File: src/rtl/wb_fabric_nslv.sv
// Single-master Wishbone fabric: one registered request/response engine fanning the
// management-SoC master out to NUM_SLAVES slaves, with an ack watchdog and sticky error log.
module wb_fabric_nslv #(
    parameter int          NUM_SLAVES  = 4,
    parameter int          SEL_LSB     = 12,
    parameter int          SEL_WD      = 2,
    parameter int          SLV_ADDR_WD = 9,
    parameter int          TIMEOUT_CYC = 255,
    parameter int          TO_WD       = 8,
    parameter logic [31:0] ERR_DATA    = 32'hDEAD_BEEF
) (
    input  logic                       wb_clk_i,
    input  logic                       wb_rst_ni,
    input  logic                       m_wb_cyc_i,
    input  logic                       m_wb_stb_i,
    input  logic                       m_wb_we_i,
    input  logic [3:0]                 m_wb_sel_i,
    input  logic [31:0]                m_wb_adr_i,
    input  logic [31:0]                m_wb_dat_i,
    output logic [31:0]                m_wb_dat_o,
    output logic                       m_wb_ack_o,
    output logic                       m_wb_err_o,
    output logic [NUM_SLAVES-1:0]      s_wb_cyc_o,
    output logic [NUM_SLAVES-1:0]      s_wb_stb_o,
    output logic                       s_wb_we_o,
    output logic [3:0]                 s_wb_sel_o,
    output logic [SLV_ADDR_WD-1:0]     s_wb_adr_o,
    output logic [31:0]                s_wb_dat_o,
    input  logic [32*NUM_SLAVES-1:0]   s_wb_dat_i,
    input  logic [NUM_SLAVES-1:0]      s_wb_ack_i,
    input  logic                       err_clr_i,
    output logic                       err_irq_o,
    output logic [SEL_WD-1:0]          err_slv_o
);

    // state | meaning
    // IDLE  | waiting for cyc & stb; request fields are captured on acceptance
    // REQ   | selected slave strobed; waits for its ack, the watchdog or a master abort
    //       | (an unmapped index spends one cycle here with no strobe, then errors)
    // RESP  | single-cycle master ack (+err); keeps the held strobe from being re-accepted
    typedef enum logic [1:0] {ST_IDLE, ST_REQ, ST_RESP} state_e;

    localparam logic [TO_WD-1:0] TO_LAST = (TIMEOUT_CYC > 0) ? TO_WD'(TIMEOUT_CYC - 1) : '0;

    state_e                 state_q, state_d;
    logic [SEL_WD-1:0]      idx_q, idx_d;
    logic                   we_q, we_d;
    logic [3:0]             sel_q, sel_d;
    logic [SLV_ADDR_WD-1:0] adr_q, adr_d;
    logic [31:0]            wdat_q, wdat_d;
    logic [31:0]            rdat_q, rdat_d;
    logic                   err_q, err_d;
    logic [TO_WD-1:0]       to_q, to_d;
    logic                   irq_q, irq_d;
    logic [SEL_WD-1:0]      err_slv_q, err_slv_d;

    logic [NUM_SLAVES-1:0]  slv_hot;
    logic                   idx_ok;
    logic                   sel_ack;
    logic [31:0]            sel_rdat;
    logic                   enter_err;
    logic                   unused_adr;

    assign unused_adr = ^m_wb_adr_i;

    always_comb begin
        slv_hot  = '0;
        sel_ack  = 1'b0;
        sel_rdat = '0;
        for (int k = 0; k < NUM_SLAVES; k++) begin
            if (idx_q == SEL_WD'(k)) begin
                slv_hot[k] = 1'b1;
                sel_ack    = s_wb_ack_i[k];
                sel_rdat   = s_wb_dat_i[32*k +: 32];
            end
        end
        idx_ok = |slv_hot;
    end

    always_comb begin
        state_d   = state_q;
        idx_d     = idx_q;
        we_d      = we_q;
        sel_d     = sel_q;
        adr_d     = adr_q;
        wdat_d    = wdat_q;
        rdat_d    = rdat_q;
        err_d     = 1'b0;
        to_d      = to_q;
        irq_d     = irq_q;
        err_slv_d = err_slv_q;
        enter_err = 1'b0;

        if (err_clr_i) begin
            irq_d = 1'b0;
        end

        case (state_q)
            ST_IDLE: begin
                if (m_wb_cyc_i && m_wb_stb_i) begin
                    idx_d   = m_wb_adr_i[SEL_LSB+SEL_WD-1:SEL_LSB];
                    we_d    = m_wb_we_i;
                    sel_d   = m_wb_sel_i;
                    adr_d   = m_wb_adr_i[SLV_ADDR_WD+1:2];
                    wdat_d  = m_wb_dat_i;
                    to_d    = '0;
                    state_d = ST_REQ;
                end
            end
            ST_REQ: begin
                to_d = to_q + TO_WD'(1);
                if (!m_wb_cyc_i) begin
                    state_d = ST_IDLE;
                end else if (!idx_ok) begin
                    state_d   = ST_RESP;
                    enter_err = 1'b1;
                end else if (sel_ack) begin
                    rdat_d  = sel_rdat;
                    state_d = ST_RESP;
                end else if ((TIMEOUT_CYC != 0) && (to_q == TO_LAST)) begin
                    state_d   = ST_RESP;
                    enter_err = 1'b1;
                end
            end
            ST_RESP: state_d = ST_IDLE;
            default: state_d = ST_IDLE;
        endcase

        // A new error outranks a coincident clear.
        if (enter_err) begin
            err_d     = 1'b1;
            rdat_d    = ERR_DATA;
            irq_d     = 1'b1;
            err_slv_d = idx_q;
        end
    end

    always_ff @(posedge wb_clk_i or negedge wb_rst_ni) begin
        if (!wb_rst_ni) begin
            state_q   <= ST_IDLE;
            idx_q     <= '0;
            we_q      <= 1'b0;
            sel_q     <= '0;
            adr_q     <= '0;
            wdat_q    <= '0;
            rdat_q    <= '0;
            err_q     <= 1'b0;
            to_q      <= '0;
            irq_q     <= 1'b0;
            err_slv_q <= '0;
        end else begin
            state_q   <= state_d;
            idx_q     <= idx_d;
            we_q      <= we_d;
            sel_q     <= sel_d;
            adr_q     <= adr_d;
            wdat_q    <= wdat_d;
            rdat_q    <= rdat_d;
            err_q     <= err_d;
            to_q      <= to_d;
            irq_q     <= irq_d;
            err_slv_q <= err_slv_d;
        end
    end

    assign s_wb_cyc_o = (state_q == ST_REQ) ? slv_hot : '0;
    assign s_wb_stb_o = (state_q == ST_REQ) ? slv_hot : '0;
    assign s_wb_we_o  = we_q;
    assign s_wb_sel_o = sel_q;
    assign s_wb_adr_o = adr_q;
    assign s_wb_dat_o = wdat_q;
    assign m_wb_ack_o = (state_q == ST_RESP);
    assign m_wb_err_o = err_q;
    assign m_wb_dat_o = rdat_q;
    assign err_irq_o  = irq_q;
    assign err_slv_o  = err_slv_q;

endmodule
File: config.mk
export PLATFORM = sky130hd
export DESIGN_NAME = wb_fabric_nslv
export DESIGN_NICKNAME = d
export VERILOG_FILES = /design/src/rtl/wb_fabric_nslv.sv
export SDC_FILE = /design/constraint.sdc
export NUM_CORES = 1
export LEC_CHECK = 0
export ABC_AREA = 0
export CORE_MARGIN = 3
export CORE_UTILIZATION = 37
export CTS_BUF_LIST = sky130_fd_sc_hd__clkbuf_4 sky130_fd_sc_hd__clkbuf_8 sky130_fd_sc_hd__clkbuf_16
export CTS_CLUSTER_DIAMETER = 40
export CTS_CLUSTER_SIZE = 12
export DETAILED_ROUTE_END_ITERATION = 16
export GPL_ROUTABILITY_DRIVEN = 0
export PLACE_DENSITY = 0.78
export SYNTH_ARGS = -nofsm -noshare
export SYNTH_HDL_FRONTEND = slang
export SYNTH_SLANG_ARGS = --single-unit
File: constraint.sdc
create_clock -name wb_clk_i -period 2.7 [get_ports wb_clk_i]
set_clock_uncertainty 0.2 [all_clocks]
set_input_delay 0.54 -clock wb_clk_i [delete_from_list [all_inputs] [get_ports wb_clk_i]]
set_output_delay 0.54 -clock wb_clk_i [all_outputs]
set_load 0.1 [all_outputs]
==> results.cfg, run 1 <==
[drt]
drt_iter0_drc = 252
ant_nets = 0
num_vias = 4396
first_pass_iters = 6
avgRoutedWirePerCell_um = 18.53
vias_per_cell = 5.094
drt_wl_total_um = 15990
drt_drc_violations_left = 0

[timing]
rsz0062_at_grt = false
slew_violations = 0
period_share_pct = 89.89
min_period_ns = 2.427
hold_viol_final = 0
fmax_mhz = 412.0
slew_headroom_pct = 42.52
setup_violations = 0
worstMarginPinSlew_ns = 0.8622
tns_ns = 0

[critical_path]
critical_path_arrival_ns = 1.69
cp_max_fo = 15
cp-start-kind = flop
cp-end-kind = output port
worstPathRequired_ns = 1.96
worst-setup-path-type = flop to output port

[placement]
detailed_place_hpwl_um = 12530
port-buffer-count = 275
postPlaceCellArea_sq_um = 7541

[grt]
grt_pass1_wl_um = 25460
grt_antenna_before_repair = 3
groute.usage.overall_pct = 22.63
gr-total-overflow = 0
grt_pass1_vias = 4707
grt_max_degree = 55

[worst_hold_path]
min_path_type = flop to flop

[clock_tree]
cts_tree = yes
cts.sinks = 94
h-tree-depth = 3
clk_pin_slew_ns = 0.07
cts_buffer_depth = 2
cts-root-buf = clkbuf_16
post_cts_buffers = 0
numCtsBuffers = 9
worstSkewPairLatency_ns = 0.33

[logic_synthesis]
synth.ff_latch_count = 94
yosysWarnings = 0
yosys-top-cells-area = dfrtp_1 50%, mux4_2 16%, nand2_1 12%, o31a_1 4.5%, nand3b_1 4.2%
synth_top_area_cell = dfrtp_1
synth_area_per_cell_sq_um = 11.04
synthCells = 426
synth_top_cell_area_share_pct = 50.03
ys_seq_area_share_pct = 50.03
synth_cell_types = 40
syn_area_sq_um = 4702
synthesis.nets = 634

[cells_and_area]
finalInstanceArea_sq_um = 7874
drive_above_1_share_pct = 25.58
final_common_cell = clkdlybuf4s50_1
nFillCells = 980
fin_nets = 895
syn_to_final_growth_pct = 67.46
layout_common_cells = 183 x clkdlybuf4s50_1, 148 x nand2_1, 95 x buf_4

[power_and_ir_drop]
powerDensity_nw_per_um2 = 1089
ir_worst_vdd_v = 0.0006365
p_leak_nw = 3.473

[floorplanning]
rows = 40
io_pins = 297
die_width_um = 118.7
die_h_um = 118.7
coreArea_sq_um = 12210
die_area_sq_um = 14100
start_util_pct = 38.50

[flow_run]
cap_violations = 0

[status]
outcome = complete, no violations
state kept, by name, summed over array words and instances (netlist names):
name        count
m_wb_dat_o     32
s_wb_dat_o     32
s_wb_adr_o      9
to_q            8
s_wb_sel_o      4
err_slv_o       2
idx_q           2
state_q         2
err_irq_o       1
m_wb_err_o      1
s_wb_we_o       1
worst max-delay path, cell delays in order, from the launching register on:
cell,delay [ns]
dfrtp_1,0.55
nand2b_4,0.20
nor3b_4,0.37
buf_12,0.22
routing by layer:
| metal | GRT usage (%) | part of all wire [%] |
|---|---|---|
| met5 | 0 | 0 |
| met4 | 8.689 | 3.3 |
| met3 | 6.555 | 8.0 |
| met2 | 38.65 | 50 |
| met1 | 26.97 | 39 |
synth_stat cells:
library cell  count
o31ai_1           1
dfrtp_1          94
o211ai_1          1
o311ai_0          1
buf_2             7
nor3b_1           2
nand3_1           6
nand2_1         148
buf_1             8
nor4bb_1          1
nor4_4            1
clkbuf_1         17
and2_1            1
nor2b_1           1
and4b_1           1
nand3b_1         26
ha_1              2
o22ai_1           1
nand2b_1          1
nand4_1           1
o31a_1           24
nor2_1            1
buf_4             7
mux4_2           33
nor3_1            1
o21ai_0           6
o41ai_1           1
mux2i_1           2
xor2_1            1
a31o_2            8
inv_1             2
and3_1            8
nor3_2            1
or3_1             2
nor4_1            1
nand4bb_1         1
and3b_1           1
nand2_2           1
a21oi_1           1
mux2_2            3
power breakdown:
part           internal, mW  total [mW]  switching [mW]  leakage, nW
combinational          1.35        5.14            3.79         2.17
sequential             1.83        2.13           0.300         1.15
clock                 0.782        1.30           0.520        0.152
total                  3.97        8.57            4.61         3.47
path summary, 6_finish.rpt:
check | endpoint | slack [ns] | cells past startpoint | from
setup / recovery | s_wb_cyc_o[2] | 0.27 | 3 | state_q[0]
hold / removal | s_wb_sel_o[1] | 0.28 | 2 | s_wb_sel_o[1]
setup reg to reg | m_wb_dat_o[19] | 0.36 | 3 | idx_q[0]
hold reg to reg | s_wb_sel_o[1] | 0.28 | 2 | s_wb_sel_o[1]
max in group asynchronous | idx_q[0] | 1.07 | 3 | wb_rst_ni
min in group asynchronous | s_wb_dat_o[9] | 0.53 | 2 | wb_rst_ni
cell type report:
| class | instances | area [sq um] | share of cell area [%] |
|---|---|---|---|
| tap | 168 | 210.2 | 2.670 |
| multi-input combinational | 291 | 2223 | 28.24 |
| timing repair buffer | 289 | 2755 | 34.99 |
| sequential | 94 | 2355 | 29.91 |
| inverter | 2 | 7.507 | 0.09534 |
| clock buffer | 12 | 260.3 | 3.305 |
| clock inverter | 4 | 55.05 | 0.6992 |
| antenna | 3 | 7.507 | 0.09534 |
through the flow:
step | worst slack, ns | total power, mW | hold slack (ns) | cells | utilization [%]
2_1_floorplan | 0.02016 | 5.966 | 0.04441 | 426 | -
3_3_place_gp | 0.04080 | 7.244 | 0.2613 | 843 | 61.75
3_5_place_dp | 0.01584 | 7.316 | 0.2633 | 843 | 61.75
4_1_cts | 0.2585 | 8.638 | 0.2797 | 860 | 64.42
5_1_grt | 0.2010 | 8.899 | 0.3006 | 863 | 64.48
6_report | 0.2729 | 8.572 | 0.2803 | 863 | 64.48
cell families after synthesis:
| family | after synthesis | share of synthesized area (%) |
|---|---|---|
| xor gates and xnor gates | 1 | 0.1863 |
| AOI/OAI and AO/OA | 44 | 7.531 |
| and+or+nand+nor | 206 | 20.76 |
| buffers and inverters | 41 | 4.018 |
| muxes | 38 | 16.95 |
| DFF | 94 | 50.03 |
| adders and majority gates | 2 | 0.5321 |
timing repair:
item                                   4_1_cts  5_1_grt
endpoints found under the hold margin        2        0
resized for setup                            0        0
setup endpoints to repair                    0        0
hold buffers                                 1        0
No activity file was read; power rests on OpenSTA's default activity.
==> inputs of run 2 (changes only) <==
- ABC_AREA: 0 -> 1
- CORE_UTILIZATION: 37 -> 39
- PLACE_DENSITY: 0.78 -> 0.79
==> run 2 against run 1 <==
Effect of this change:
- combinational power increased by 12%
- sequential share of layout area decreased by 1.3 points
- synthesized cell count increased by 65%
- first-iteration DRC count increased by 68%
- critical path depth increased by 1
- critical endpoint is now s_wb_stb_o[1]
- largest power group unchanged
==> results.cfg, run 2 <==
[grt]
gr-total-overflow = 0
grt_pass1_vias = 5251
grt_max_degree = 54
grt_antenna_before_repair = 0
groute.usage.overall_pct = 22.68
grt_pass1_wl_um = 26440

[critical_path]
cp-end-kind = output port
worst-setup-path-type = flop to output port
cp-start-kind = flop
critical_path_arrival_ns = 1.71
crit_path_start = state_q[1]
worstPathRequired_ns = 1.96
r2r_end = m_wb_dat_o[1]
r2r_setup_slack_ns = 0.58
reg2regPathDepth = 8
cp_max_fo = 11
slowest_delay_ns = 0.40
slowest_stage = dfrtp_1
path_cells = inv_1 -> nand2_2 -> nor3_4 -> buf_12
critical_path_buf_inv_count = 2
crit_family = simple AND/OR/NAND/NOR gates
r2r-start = idx_q[0]

[logic_synthesis]
synth_edf_count = 0
synth_top_area_cell = dfrtp_1
synthesis.nets = 913
ys.flop_type = dfrtp_1
synth_top_cell_area_share_pct = 45.39
yosys-top-cells-count = 292 x nand2_1, 94 x dfrtp_1, 94 x nand3_1
synth_cell_types = 28
syn_area_sq_um = 5182
synth.ff_latch_count = 94
yosys-top-cells-area = dfrtp_1 45%, nand2_1 21%, nand3_1 9.1%, o21ai_0 5.0%, inv_1 4.9%
yosysWarnings = 0
async_flop_share_pct = 100.0
synth_area_per_cell_sq_um = 7.351
synth.most_common_cell = nand2_1
synthCells = 705
ys_seq_area_share_pct = 45.39

[timing]
period_share_pct = 90.69
tns_ns = 0
hold_viol_final = 0
slew_violations = 0
rsz0062_at_grt = false
holdWs_ns = 0.2704
worstMarginPinSlew_ns = 0.4950
min_period_ns = 2.449
setup_violations = 0
slew_headroom_pct = 66.92
fmax_mhz = 408.4

[power_and_ir_drop]
p_int_mw = 3.830
clkPwrFrac_pct = 13.2
netSwitchingFraction_pct = 57.82
p_total_mw = 9.081
powerDensity_nw_per_um2 = 1103
p_leak_nw = 4.163
pwr-share-comb_pct = 63.4
seqPwrFrac_pct = 23.4
ir_worst_vdd_v = 0.0006872
switchingPower_mw = 5.251

[drt]
drt_drc_violations_left = 0
drt_iter0_drc = 424
drt_wl_total_um = 17020
avgRoutedWirePerCell_um = 14.93
first_pass_iters = 4
num_vias = 5332
vias_per_cell = 4.677
ant_nets = 0

[clock_tree]
cts.sinks = 94
numCtsBuffers = 9
worstSkewPairLatency_ns = 0.34
cts_buffer_depth = 2
h-tree-depth = 3
clk_pin_slew_ns = 0.07
post_cts_buffers = 0
cts-root-buf = clkbuf_16
cts_tree = yes

[floorplanning]
rows = 41
die_width_um = 121.3
die_area_sq_um = 14710
start_util_pct = 40.41
coreArea_sq_um = 12820
io_pins = 297
die_h_um = 121.3

[cells_and_area]
drive_above_1_share_pct = 17.36
layout_common_cells = 292 x nand2_1, 183 x clkdlybuf4s50_1, 95 x buf_4
syn_to_final_growth_pct = 58.81
final_common_cell = nand2_1
diodes = 0
fin_nets = 1171
final_cells = 1140

[worst_hold_path]
hold_path_depth = 2
min_delay_worst_endpoint = s_wb_adr_o[8]
min_path_type = flop to flop
hp-start = s_wb_adr_o[8]

[status]
outcome = complete, no violations

[placement]
port-buffer-count = 275
detailed_place_hpwl_um = 12680
dp_cells = 1123

[flow_run]
cap_violations = 0
-- run 2: layout make-up --
cell class              count  area [sq um]
clock inverters             6         45.04
inverters                  70         262.8
repair buffers            290          2775
flip-flops and latches     94          2352
fillers                  1157          4594
well taps                 172         215.2
multi-input cells         498          2341
clock buffers              10         239.0
-- run 2: worst max path at each step --
| stage | end | slack, ns | depth (start not counted) |
|---|---|---|---|
| floorplan | s_wb_stb_o[2] | 0.02 | 6 |
| global placement | m_wb_dat_o[8] | 0.41 | 6 |
| detailed placement | m_wb_dat_o[24] | 0.37 | 7 |
| CTS | s_wb_stb_o[1] | 0.21 | 4 |
| global route | s_wb_stb_o[0] | 0.14 | 4 |
| finish | s_wb_stb_o[1] | 0.25 | 4 |
-- run 2: timing repair --
| item | in CTS | in global routing |
|---|---|---|
| resized for setup | 0 | 0 |
| hold buffers | 1 | 0 |
| hold endpoints to repair | 34 | 0 |
-- run 2: per-stage QoR --
step	area (sq um)	util [%]	setup slack, ns
final	8230	64.18	0.2514
after global routing	8230	64.18	0.1375
after CTS	8230	64.18	0.2068
after detailed placement	7936	61.88	0.3721
after global placement	7936	61.88	0.4066
after floorplan	5235	-	0.01767
-- run 2: power groups by stage --
stage	combinational (mW)	sequential, mW	clock [mW]
finish	5.76	2.12	1.20
CTS	5.80	2.12	1.24
floorplan	1.38	5.09	0
global route	6.07	2.18	1.30
global placement	5.75	2.13	0
detailed placement	5.79	2.14	0
-- run 2: logic make-up after synthesis --
logic type | Yosys count | share of synthesized area, %
AO/OA/AOI/OAI | 59 | 5.794
AND/OR/NAND/NOR | 437 | 38.10
adder cells (fa/ha/maj) | 2 | 0.4828
flip-flops | 94 | 45.39
buffers and inverters | 113 | 10.24
-- run 2: routing by layer --
layer	global-route usage, %	wire (um)	vias to the layer above
met5	0	0	-
met4	7.423	339	0
met3	7.366	1691	21
met2	39.98	8304	204
met1	26.00	6681	2395
li1	-	-	2712
-- run 2: tightest hold or removal path, cell delays in order (launching register included) --
cell     delay, ns
dfrtp_1       0.34
nand2_1       0.05
nand2_1       0.04
